===== src/rtl/or3_mon_pkg.sv =====
// Shared types and constants for the OR3X1 toggle monitor.
package or3_mon_pkg;

  localparam int unsigned CNT_W_DEF = 16;
  localparam int unsigned WIN_W_DEF = 16;

  typedef enum logic [1:0] {
    IDLE = 2'd0,
    RUN  = 2'd1,
    HOLD = 2'd2
  } mon_state_e;

  // All-ones value of a w-bit counter, used as the saturation ceiling.
  function automatic logic [63:0] sat_max(input int unsigned w);
    return (w >= 64) ? '1 : ((64'd1 << w) - 64'd1);
  endfunction

endpackage


===== src/rtl/or3_mon_sync.sv =====
// Two-flop synchroniser for the asynchronous OR3X1 Q output.
// Optional glitch filter enabled by defining OR3_MON_GLITCH_FILTER_EN.
module or3_mon_sync (
  input  logic CLK,
  input  logic RSTB,
  input  logic Q_IN,
  output logic S
);

  logic ff1;
  logic ff2;

  always_ff @(posedge CLK or negedge RSTB) begin
    if (!RSTB) begin
      ff1 <= 1'b0;
      ff2 <= 1'b0;
    end else begin
      ff1 <= Q_IN;
      ff2 <= ff1;
    end
  end

`ifdef OR3_MON_GLITCH_FILTER_EN
  logic ff3;
  logic s_hold;

  always_ff @(posedge CLK or negedge RSTB) begin
    if (!RSTB) begin
      ff3    <= 1'b0;
      s_hold <= 1'b0;
    end else begin
      ff3    <= ff2;
      s_hold <= S;
    end
  end

  // Accept a new level only once two consecutive synchronised samples agree;
  // the combinational pass keeps the added latency to a single cycle.
  assign S = (ff2 == ff3) ? ff2 : s_hold;
`else
  assign S = ff2;
`endif

endmodule


===== src/rtl/or3_toggle_monitor.sv =====
// Counts rising/falling edges and high cycles of OR3X1 Q over a window,
// presenting the result on a valid/ready port. Filter: OR3_MON_GLITCH_FILTER_EN.
module or3_toggle_monitor
  import or3_mon_pkg::*;
#(
  parameter int unsigned CNT_W = CNT_W_DEF,
  parameter int unsigned WIN_W = WIN_W_DEF
) (
  input  logic             CLK,
  input  logic             RSTB,
  input  logic             Q_IN,
  input  logic [WIN_W-1:0] WIN_LEN,
  input  logic             START,
  output logic             BUSY,
  output logic [CNT_W-1:0] RISE_CNT,
  output logic [CNT_W-1:0] FALL_CNT,
  output logic [CNT_W-1:0] HIGH_CNT,
  output logic             RES_VALID,
  input  logic             RES_READY
);

  localparam logic [CNT_W-1:0] CNT_MAX = CNT_W'(sat_max(CNT_W));

  mon_state_e       state;
  logic [WIN_W-1:0] win_cnt;
  logic             s;
  logic             p;
  logic [CNT_W-1:0] rise_q;
  logic [CNT_W-1:0] fall_q;
  logic [CNT_W-1:0] high_q;

  or3_mon_sync u_sync (
    .CLK  (CLK),
    .RSTB (RSTB),
    .Q_IN (Q_IN),
    .S    (s)
  );

  always_ff @(posedge CLK or negedge RSTB) begin
    if (!RSTB) begin
      state   <= IDLE;
      win_cnt <= '0;
      p       <= 1'b0;
      rise_q  <= '0;
      fall_q  <= '0;
      high_q  <= '0;
    end else begin
      case (state)
        IDLE: begin
          if (START && (WIN_LEN != '0)) begin
            state   <= RUN;
            win_cnt <= WIN_LEN;
            p       <= s;
            rise_q  <= '0;
            fall_q  <= '0;
            high_q  <= '0;
          end
        end
        RUN: begin
          p       <= s;
          win_cnt <= win_cnt - WIN_W'(1);
          if (s && !p && (rise_q != CNT_MAX)) rise_q <= rise_q + CNT_W'(1);
          if (!s && p && (fall_q != CNT_MAX)) fall_q <= fall_q + CNT_W'(1);
          if (s && (high_q != CNT_MAX))       high_q <= high_q + CNT_W'(1);
          // The edge that consumes the last window cycle is also the HOLD entry.
          if (win_cnt == WIN_W'(1)) state <= HOLD;
        end
        HOLD: begin
          if (RES_READY) state <= IDLE;
        end
        default: state <= IDLE;
      endcase
    end
  end

  assign BUSY      = (state != IDLE);
  assign RES_VALID = (state == HOLD);
  assign RISE_CNT  = rise_q;
  assign FALL_CNT  = fall_q;
  assign HIGH_CNT  = high_q;

endmodule


===== config.mk =====
export PLATFORM = sky130hd
export DESIGN_NAME = or3_toggle_monitor
export DESIGN_NICKNAME = d
export VERILOG_FILES = /design/src/rtl/or3_mon_pkg.sv /design/src/rtl/or3_mon_sync.sv /design/src/rtl/or3_toggle_monitor.sv
export SDC_FILE = /design/constraint.sdc
export NUM_CORES = 1
export LEC_CHECK = 0
export CAP_MARGIN = 20
export CORE_UTILIZATION = 50
export CTS_BUF_LIST = sky130_fd_sc_hd__clkbuf_8
export DETAILED_ROUTE_END_ITERATION = 10
export PLACE_DENSITY_LB_ADDON = 0.12
export SETUP_SLACK_MARGIN = 0.02
export SLEW_MARGIN = 20
export SYNTH_ARGS = -nofsm -noshare
export SYNTH_HDL_FRONTEND = slang
export SYNTH_SLANG_ARGS = --single-unit

===== constraint.sdc =====
create_clock -name CLK -period 2.5 [get_ports CLK]
set_input_delay 0.5 -clock CLK [delete_from_list [all_inputs] [get_ports CLK]]
set_output_delay 0.5 -clock CLK [all_outputs]
set_load 0.02 [all_outputs]

==> results_dict.tcl <==
set metrics [dict create \
    use_met3_pct 5.00 \
    crit_required_ps 2000 \
    end_kind "output pin" \
    portBuffers 70 \
    drc_errors 0 \
    worstSkewPairLatency_ps 340 \
    routedWlPerCell_microns 15.0 \
    path_max_fanout 9 \
    multi_input_area_sq_mm 0.00187 \
    dpl-instance-area_sq_mm 0.00455 \
    grt_util_met1_pct 31.6 \
    hold_buffers 0 \
    cts_tree "yes" \
    via_per_inst 5.65 \
    pin_count 71 \
    hp-class "input port to async pin" \
    netlist_top_cells_count "dfrtp_1 (69), nor2_1 (52), nand2_1 (36)" \
    drv_slew 0 \
    grt_overflow 0 \
    ys.flop_type "dfrtp_1" \
    initial_core_util_pct 53.1 \
    synth_top_area_cell "dfrtp_1" \
    tns_ps 0 \
    syn_nets 413 \
    yosys_warnings 0 \
    status "finished, final reports clean" \
    start_kind "register" \
    crit_buf_inv 1 \
    die-area_sq_mm 0.00772 \
    p_per_area_mw_per_mm2 860 \
    layout_min_cycle_time_ps 2180 \
    fin_crit_sh_pct 87.4 \
    max-clock-path-buffers 2 \
    timing_worst_setup_path_type "register to output pin" \
    cts.sinks 69 \
    rsz0062_at_grt "false" \
    globalRoute.busiestLayer "met2" \
    grt_start_max_net_pins 70 \
    cts_resized 0 \
    hpwl_mm 5.92 \
    cp_slowest_stage_delay_ps 610 \
    cp_data_arrival_time_ps 1680 \
    maxCapViolCount 0 \
    p_total_mw 4.11 \
    crit_path_cell_trace "and2b_1 > clkdlybuf4s50_1" \
    rows 30 \
    dp_worst_setup_slack_ps 50.8 \
    slew-limit-headroom_pct 57.0 \
    die_h_microns 87.9 \
    numCtsBuffers 9 \
    grt_use_met2_pct 38.8 \
    nFillCells 548 \
    dieWidth_microns 87.9 \
    hold_viol_final 0 \
    syn_to_final_growth_pct 29.7 \
    cp_top_family "buffers and inverters" \
    yosysSeqAreaShare_pct 46.8 \
    mappedNetlistArea_sq_mm 0.00369 \
    path_clk_slew_ps 80 \
    slowest_stage "clkdlybuf4s50_1" \
    synthArstFlopShare_pct 100 \
    antenna_left 0 \
    post_cts_buffers 0 \
    final_area_sq_mm 0.00478 \
    p_leak_nw 1.96 \
    synth_edf_count 0 \
    layout.cells.non_filler 568 \
    nets 493 \
    drt_iter0_markers 203 \
    htreeDepth 3 \
    ir_drop_mv 0.534 \
    num_vias 3208 \
    place_inst 552 \
    grt_pass1_wl_mm 14.4 \
    tightest_slew_ps 639 \
    seq_area_sq_mm 0.00173 \
    cts-root-buf "clkbuf_8" \
    fin_ws_ps 315 \
    grt_pass1_vias 3113 \
    drive_gt1_share_pct 8.47 \
    antennaDiodeCount 0 \
    firstDrtPassIters 4 \
    ys_seq_elements 69 \
    grt_usage_pct 24.0 \
    setup_viol 0 \
    wl_mm 8.50 \
    yosysMostFrequentCell "dfrtp_1" \
    synth_top_cell_area_share_pct 46.8 \
    avgSynthCellArea_sq_um 9.53 \
    fmax_mhz 458 \
    synth_cell_type_count 50 \
    yosys-top-cells-area "dfrtp_1 (47%), nor2_1 (5.3%), xnor2_1 (5.2%)" \
    core_sq_mm 0.00694 \
    gp_congestion 0.937 \
    skew_ps 8.99 \
    postSynthCellCount 387 \
    antenna_found_initial 0 \
]
==> layout make-up <==
class / instances / area share [%]
tap: 96 / 2.51
timing repair buffer: 80 / 16.9
clock buffer: 11 / 3.17
inverter: 8 / 0.628
clock inverter: 5 / 1.70
sequential: 69 / 36.1
multi-input combinational: 299 / 39.0
==> cells in the final DEF (no fill, tap or decap), types with 4 or more instances in the layout <==
| cell type | instances |
|---|---|
| dfrtp_1 | 69 |
| xor2_1 | 12 |
| nand2_1 | 36 |
| nor2_1 | 52 |
| and4_1 | 5 |
| inv_1 | 8 |
| nand3_1 | 27 |
| buf_4 | 7 |
| clkbuf_8 | 11 |
| o21ai_0 | 9 |
| and3_1 | 5 |
| nor3_1 | 18 |
| a211oi_1 | 4 |
| nand4_1 | 19 |
| clkdlybuf4s50_1 | 69 |
| ha_1 | 5 |
| mux2i_1 | 7 |
| a21oi_1 | 11 |
| xnor2_1 | 22 |
| a31oi_1 | 4 |
| nor4_1 | 14 |
==> path summary, 6_finish.rpt <==
kind / start / to / slack (ps) / cells after the start
setup / recovery: state[0]$_DFFE_PN0P_ / RES_VALID / 320 / 2
hold / removal: RSTB / RISE_CNT[10]$_DFFE_PN0P_ / 160 / 2
setup reg to reg: state[1]$_DFFE_PN0P_ / win_cnt[15]$_DFFE_PN0P_ / 550 / 5
hold reg to reg: u_sync.ff1$_DFF_PN0_ / u_sync.S$_DFF_PN0_ / 370 / 0
max in group asynchronous: RSTB / HIGH_CNT[14]$_DFFE_PN0P_ / 2020 / 2
min in group CLK: u_sync.ff1$_DFF_PN0_ / u_sync.S$_DFF_PN0_ / 370 / 0
==> sequential cells by signal (all words and copies together), names as in the netlist <==
signal and flops:
FALL_CNT 16, HIGH_CNT 16, RISE_CNT 16, p 1
state 2, u_sync.S 1, u_sync.ff1 1, win_cnt 16
==> kinds of logic (layout without fill, tap and decap cells) <==
family | Yosys count | after routing | share of synthesized area [%]
simple gates | 203 | 203 | 29.2
fa+ha+maj | 5 | 5 | 1.70
xor+xnor | 34 | 34 | 8.07
compound gates | 47 | 47 | 8.79
buf+inv | 19 | 104 | 2.65
flops | 69 | 69 | 46.8
mux | 10 | 10 | 2.82
==> per-stage QoR <==
stage          util (%)  hold WS [ps]
6_report           68.9           159
3_5_place_dp       65.5           351
4_1_cts            68.9           178
2_1_floorplan         -           204
5_1_grt            68.9           174
3_3_place_gp       65.5           334
==> layer usage <==
metal	routed length, microns	share of wire, %
met1	3950	46
met2	4040	48
met3	355	4.2
met4	153	1.8
met5	0	0
==> power breakdown <==
| group | internal, mW | switching, mW |
|---|---|---|
| clock | 0.618 | 0.429 |
| combinational | 0.628 | 0.651 |
| sequential | 1.40 | 0.384 |
| total | 2.65 | 1.46 |
No activity file was read; power rests on OpenSTA's default activity.
